**src/rtl/lsu_data_bus_master.sv**
```systemverilog
// LSU-side data bus initiator: turns one byte/half/word load or store into a single
// word-aligned bus transaction and returns the lane-extracted, extended load result.
module lsu_data_bus_master #(
  parameter int BUS_AW  = 32,
  parameter int BUS_DW  = 32,
  parameter int BUS_DBW = 4
) (
  input  logic               clk,
  input  logic               rst,
  input  logic               lsu_valid_i,
  output logic               lsu_ready_o,
  input  logic               lsu_we_i,
  input  logic [1:0]         lsu_size_i,
  input  logic               lsu_sign_ext_i,
  input  logic [BUS_AW-1:0]  lsu_addr_i,
  input  logic [BUS_DW-1:0]  lsu_wdata_i,
  output logic               lsu_resp_valid_o,
  output logic [BUS_DW-1:0]  lsu_rdata_o,
  output logic               lsu_err_o,
  output logic               data_req_o,
  output logic [BUS_AW-1:0]  data_addr_o,
  output logic               data_we_o,
  output logic [BUS_DBW-1:0] data_be_o,
  output logic [BUS_DW-1:0]  data_wdata_o,
  input  logic               data_gnt_i,
  input  logic               data_rvalid_i,
  input  logic [BUS_DW-1:0]  data_rdata_i
);

  typedef enum logic [1:0] {
    S_IDLE    = 2'd0,
    S_REQ     = 2'd1,
    S_WAIT_RV = 2'd2,
    S_ERR     = 2'd3
  } state_t;

  state_t r_state;
  state_t w_state_nxt;

  logic              r_we;
  logic              r_sign;
  logic [1:0]        r_size;
  logic [BUS_AW-1:0] r_addr;
  logic [BUS_DW-1:0] r_wdata;

  logic              r_resp_valid;
  logic              r_err;
  logic [BUS_DW-1:0] r_rdata;

  logic              w_capture;
  logic              w_resp_ok;
  logic              w_resp_err;
  logic              w_cmd_bad;
  logic [1:0]        w_off;
  logic [4:0]        w_shamt;
  logic [BUS_DW-1:0] w_shifted;
  logic [BUS_DW-1:0] w_load;

  assign w_cmd_bad = (lsu_size_i == 2'b11)
                   | ((lsu_size_i == 2'b01) & lsu_addr_i[0])
                   | ((lsu_size_i == 2'b10) & (|lsu_addr_i[1:0]));

  assign w_off   = r_addr[1:0];
  assign w_shamt = {w_off, 3'b000};

  always_ff @(posedge clk or posedge rst) begin
    if (rst) r_state <= S_IDLE;
    else     r_state <= w_state_nxt;
  end

  always_comb begin
    w_state_nxt = r_state;
    w_capture   = 1'b0;
    w_resp_ok   = 1'b0;
    w_resp_err  = 1'b0;
    case (r_state)
      S_IDLE: begin
        if (lsu_valid_i) begin
          w_capture   = 1'b1;
          w_state_nxt = w_cmd_bad ? S_ERR : S_REQ;
        end
      end
      S_REQ: begin
        if (data_gnt_i) w_state_nxt = S_WAIT_RV;
      end
      S_WAIT_RV: begin
        if (data_rvalid_i) begin
          w_resp_ok   = 1'b1;
          w_state_nxt = S_IDLE;
        end
      end
      S_ERR: begin
        w_resp_err  = 1'b1;
        w_state_nxt = S_IDLE;
      end
      default: w_state_nxt = S_IDLE;
    endcase
  end

  always_ff @(posedge clk or posedge rst) begin
    if (rst) begin
      r_we    <= 1'b0;
      r_sign  <= 1'b0;
      r_size  <= 2'b00;
      r_addr  <= '0;
      r_wdata <= '0;
    end else if (w_capture) begin
      r_we    <= lsu_we_i;
      r_sign  <= lsu_sign_ext_i;
      r_size  <= lsu_size_i;
      r_addr  <= lsu_addr_i;
      r_wdata <= lsu_wdata_i;
    end
  end

  // Bus fields are only driven while requesting; everything else reads as zero.
  always_comb begin
    data_req_o   = 1'b0;
    data_addr_o  = '0;
    data_we_o    = 1'b0;
    data_be_o    = '0;
    data_wdata_o = '0;
    if (r_state == S_REQ) begin
      data_req_o   = 1'b1;
      data_addr_o  = {r_addr[BUS_AW-1:2], 2'b00};
      data_we_o    = r_we;
      data_wdata_o = r_wdata << w_shamt;
      case (r_size)
        2'b00:   data_be_o = BUS_DBW'(4'b0001) << w_off;
        2'b01:   data_be_o = BUS_DBW'(4'b0011) << w_off;
        default: data_be_o = '1;
      endcase
    end
  end

  assign w_shifted = data_rdata_i >> w_shamt;

  always_comb begin
    case (r_size)
      2'b00:   w_load = {{(BUS_DW-8){r_sign & w_shifted[7]}}, w_shifted[7:0]};
      2'b01:   w_load = {{(BUS_DW-16){r_sign & w_shifted[15]}}, w_shifted[15:0]};
      default: w_load = w_shifted;
    endcase
  end

  always_ff @(posedge clk or posedge rst) begin
    if (rst) begin
      r_resp_valid <= 1'b0;
      r_err        <= 1'b0;
      r_rdata      <= '0;
    end else begin
      r_resp_valid <= w_resp_ok | w_resp_err;
      r_err        <= w_resp_err;
      r_rdata      <= (w_resp_ok && !r_we) ? w_load : '0;
    end
  end

  assign lsu_ready_o      = (r_state == S_IDLE);
  assign lsu_resp_valid_o = r_resp_valid;
  assign lsu_err_o        = r_err;
  assign lsu_rdata_o      = r_rdata;

endmodule

```
**config.mk**
```make
export PLATFORM = sky130hd
export DESIGN_NAME = lsu_data_bus_master
export DESIGN_NICKNAME = d
export VERILOG_FILES = /design/src/rtl/lsu_data_bus_master.sv
export SDC_FILE = /design/constraint.sdc
export NUM_CORES = 1
export LEC_CHECK = 0
export ABC_AREA = 1
export BUFFER_PORTS_ARGS = -buffer_cell sky130_fd_sc_hd__buf_4
export CAP_MARGIN = 20
export CORE_MARGIN = 10
export CORE_UTILIZATION = 49
export CTS_CLUSTER_DIAMETER = 200
export DETAILED_ROUTE_END_ITERATION = 8
export PLACE_DENSITY = 0.87
export SLEW_MARGIN = 20
export SYNTH_ARGS = -nofsm -noshare
export SYNTH_HDL_FRONTEND = slang
export SYNTH_SLANG_ARGS = --single-unit
```
**constraint.sdc**
```tcl
create_clock -name clk -period 3.9 [get_ports clk]
set_input_delay 0 -clock clk [delete_from_list [all_inputs] [get_ports clk]]
set_output_delay 0 -clock clk [all_outputs]
set_load 0.02 [all_outputs]
```
### Word level (Yosys, flattened, before mapping)

Cells that the tools add are included.

* eq/ne operators: 10
* shift operators: 4
* muxes and demuxes: 18
* bitwise operators: 7
* reduce and logical (&&, ||, !) cells: 6

Operators with widths (number)
* two-way mux 32 bit: 3
* case mux 32 bit (2 select lines): 1
* << shifter 32 x 5 -> 32 bit: 1
* >> shifter 32 x 5 -> 32 bit: 1
* equality test 2 bit (second input constant): 4
* two-way mux 2 bit: 4
* case mux 2 bit (4 select lines): 1
* case mux 4 bit (2 select lines): 1
* two-way mux 1 bit: 7
* equality test 2 x 1 -> 1 bit (second input constant): 3
* != test 2 bit (second input constant): 3
* bitwise AND 1 bit: 4
* zero test 2 bit: 2
* two-way mux 4 bit: 1
* << shifter 1 x 2 -> 4 bit (first input constant): 1
* << shifter 2 x 2 -> 4 bit (first input constant): 1
* OR 1 bit: 3
* AND reduction 3 bit: 1
* OR reduction 2 bit: 1
* logical AND 1 bit: 1
* zero test 1 bit: 1

* bits in registers: 104
* output and inout port bits: 105
* word-level logic and storage cells: 54

### Depth between registers and ports, before layout

* word-level depth: 7
* depth in mapped cells: 9
* gate-level depth less buffers: 7

### Worst setup path after synthesis

No wires, ideal clock.

* path kind: register to register
* start point: register r_state[1]
* end point: register r_addr[0]
* setup time: 0.137 ns
* data arrival time: 1.424 ns
* required time: 3.763 ns
* slack: 2.339 ns
* stages on the path, launching flop included: 7
* buffers on the path: 2
* period minus slack after synthesis: 1.561 ns
* cell sequence: dfrtp_1 -> nor2_1 -> nand2_1 -> buf_4 -> buf_4 -> nor2_1 -> a21oi_1

* word-level cells in the longest chain between the ends: 2

RTL lines
* start: declaration: RTL line 37 `state_t r_state;`
* start signal: assignment: RTL line 68 `else r_state <= w_state_nxt;`
* zero test 2 bit
* named net lsu_ready_o: RTL line 11 `output logic lsu_ready_o,`
* two-way mux 1 bit: RTL line 76 `case (r_state)`
* end signal: assignment: RTL line 111 `r_addr <= lsu_addr_i;`
* end: declaration: RTL line 43 `logic [BUS_AW-1:0] r_addr;`

The timed path passes the listed nets, and every way through them passes these cells.
A chain may end at the register's enable or synchronous reset.

### Worst setup path after layout

* start point: register r_addr[1]
* end point: output port data_be_o[1]

* word-level cells in the longest chain between the ends: 3
* elaborated cells between the ends (all ways): 4
* classes of those cells: shift: 2; mux: 2

RTL lines
* << shifter 2 x 2 -> 4 bit or << shifter 1 x 2 -> 4 bit (tied branches): RTL line 130, 129
* case mux 4 bit (2 select lines) *: RTL line 128 `case (r_size)`
* two-way mux 4 bit *: RTL line 123 `if (r_state == S_REQ) begin`
* end: declaration: RTL line 23 `output logic [BUS_DBW-1:0] data_be_o,`

Mark *: on every way between the ends. The rest lies on a longest branch, timed or not.

==> qor.txt <==
H-tree depth: 3
max-cap check violation count: 0
Worst Slack Setup Final: 1.63 ns
endpoints failing hold: 0
share of layout cells above drive strength 1: 29.4%
GPL Wtd Cong: 0.888
Critical Path Fanout Max: 33
crit-path cells: clkinv_1 -> nand2_2 -> o21ai_0 -> buf_4
combinational share of power: 54.8%
Yosys warnings: 0
area of the multi-input gates: 2100 um^2
Routed Wire Length: 18400 um
vias after detailed routing: 5444
core area: 10300 um^2
Final ANT Viol Nets: 0
DIE AREA: 15000 um^2
worst slack, placed: 1.73 ns
Filler Cell Count: 691
Critical-path top delay cell: dfrtp_1
first-pass GRT wire length: 28400 um
Sink Count: 104
average cell area after synthesis: 8.21 um^2
slew margin rel.: 38.7%
DR iter-0 viols: 378
Setup TNS: 0 ns
clock root buffer: clkbuf_8
slowest stage delay, CP: 0.69 ns
cells after synthesis: 629
row count: 37
Finished Core Util: 75.9%
Sw Ratio: 45.8%
final instance area: 7800 um^2
Synth Register Bits: 104
minimum clock period: 2.27 ns
NumNets Final: 1001
f_max: 0.441 GHz
Flop pwr share: 32.4%
sequential fraction of the synthesis area: 50.4%
DRT Pass-1 Iters: 6
deepest clock path buffer count: 2
Crit. End Element: primary output
cell family with most CP delay: flip-flops
initial antenna violation count: 1
post-DP HPWL: 12000 um
DRC errors left: 0
GRT Total Usage: 23.7%
NetSw: 2.42 mW
Layout area overhead: 51.0%
cts repair resizes: 0
Synth Cell Area: 5160 um^2
DR vias/cell: 5.24
pin count of the biggest net entering global routing: 115
clk_lat worst skew: 0.35 ns
skew final: 0.0148 ns
CTS tree: built
WP buf/inv: 2
Worst Path Required: 3.90 ns
Leak: 4.24 nW
Crit Path Category: reg -> out
CP startpoint kind: flop
critical path arrival: 2.27 ns
Die Width: 123 um
Slew Limit Fails: 0
Die Y: 123 um
Worst Tran Pin Value: 0.919 ns
IO buf count: 207
total power draw: 5.29 mW
vias in the first global route: 5716
pwr dens: 678 nW/um^2
RSZ-0062 raised after global routing: no
Clk pwr share: 12.8%
DP Area: 6720 um^2
Avg WL per Cell: 17.7 um
# IOs: 210
library cells used by synthesis: 26
GR Overflow Total: 0
Hold Path Class: in -> reg
status: finished, final reports clean
Internal: 2.86 mW
Clock transition at path regs: 0.10 ns
count of final setup violators: 0
Starting Density: 50.3%
register area: 2600 um^2
TritonCTS Buffers: 9
VDD IR max: 424 uV
Post-CTS Setup Bufs: 0
part of the cycle the worst path needs: 58.1%
==> power by group through the flow <==
| stage | registers (mW) | clock network [mW] | logic [mW] |
|---|---|---|---|
| final | 1.71 | 0.678 | 2.90 |
| after global routing | 1.76 | 0.731 | 3.13 |
| after CTS | 1.70 | 0.686 | 2.82 |
| after detailed placement | 1.72 | 0 | 2.73 |
| after global placement | 1.69 | 0 | 2.65 |
| after floorplan | 1.66 | 0 | 1.85 |
==> per-layer routing <==
| layer | global-route usage [%] | wire length (um) | vias up |
|---|---|---|---|
| met5 | 0 | 0 | - |
| met4 | 15.0 | 937 | 0 |
| met3 | 6.98 | 1680 | 80 |
| met2 | 40.1 | 9040 | 317 |
| met1 | 25.7 | 6710 | 2520 |
| li1 | - | - | 2527 |
==> tightest hold or removal path: stages <==
cell and delay [ns]:
buf_4 0.12, nand2_1 0.06, nand3_1 0.08, nand3_1 0.08, a21oi_1 0.06
==> worst paths after layout <==
check / startpoint / cells after the start / slack, ns / endpoint
worst max-delay path: r_addr[1] / 4 / 1.63 / data_be_o[1]
worst min-delay path: data_rdata_i[15] / 5 / 0.08 / lsu_rdata_o[15]
worst max register to register: r_state[1] / 6 / 1.69 / r_state[1]
worst min register to register: r_addr[15] / 2 / 0.52 / r_addr[15]
max in group asynchronous: rst / 4 / 2.57 / r_addr[17]
min in group asynchronous: rst / 3 / 0.40 / lsu_rdata_o[7]
==> state kept, by name, summed over array words and instances (netlist names) <==
name / count
lsu_err_o: 1
lsu_rdata_o: 32
lsu_resp_valid_o: 1
r_addr: 32
r_sign: 1
r_size: 2
r_state: 2
r_wdata: 32
r_we: 1
==> layout by cell type (no fill, tap or decap), types with 4 or more instances in the layout <==
| cell | n |
|---|---|
| a21oi_1 | 61 |
| a31oi_1 | 8 |
| buf_4 | 210 |
| clkbuf_8 | 10 |
| clkinv_1 | 4 |
| dfrtp_1 | 103 |
| dlygate4sd3_1 | 86 |
| inv_1 | 63 |
| inv_2 | 6 |
| mux2_2 | 24 |
| mux2i_1 | 16 |
| nand2_1 | 131 |
| nand3_1 | 20 |
| nor2_1 | 93 |
| o21ai_0 | 22 |
| o21ai_1 | 7 |
| o22ai_1 | 16 |
==> Yosys cell counts, drive strengths merged <==
library cell / number / area (um^2)
nand2: 134 / 505
dfrtp: 104 / 2600
nor2: 96 / 383
inv: 70 / 263
a21oi: 61 / 305
o21ai: 29 / 145
buf: 26 / 146
mux2: 24 / 270
nand3: 23 / 145
mux2i: 16 / 160
o22ai: 16 / 100
clkbuf: 15 / 56.3
a31oi: 8 / 50.1
clkinv: 4 / 15.0
conb: 1 / 3.75
nand4: 1 / 6.26
o31ai: 1 / 7.51
==> final cells by class <==
cell class                 instances  share of cell area (%)
multi-input combinational        411                    27.0
timing repair buffer             296                    31.3
clock inverter                     4                   0.690
clock buffer                      12                    1.86
sequential                       104                    33.4
inverter                          74                    3.59
tap                              136                    2.18
antenna                            1                  0.0321
==> through the flow <==
step,std cells,hold WS [ns]
finish,1038,0.0784
global route,1038,0.117
CTS,1037,0.0694
detailed placement,935,0.227
global placement,935,0.217
floorplan,630,0.107
==> repair_timing <==
item / in CTS / in global routing
hold endpoints to repair: 155 / 0
hold buffers: 86 / 0
endpoints found under the setup margin: 0 / 0
==> kinds of logic (layout without fill, tap and decap cells) <==
family	Yosys count	after routing	share of synthesized area, %
mux	40	40	8.33
compound gates	115	115	11.8
other cells	1	3	0.0726
buf+inv	115	386	9.30
flops	104	104	50.4
simple gates	254	254	20.1
(Power assumes the default switching activity.)
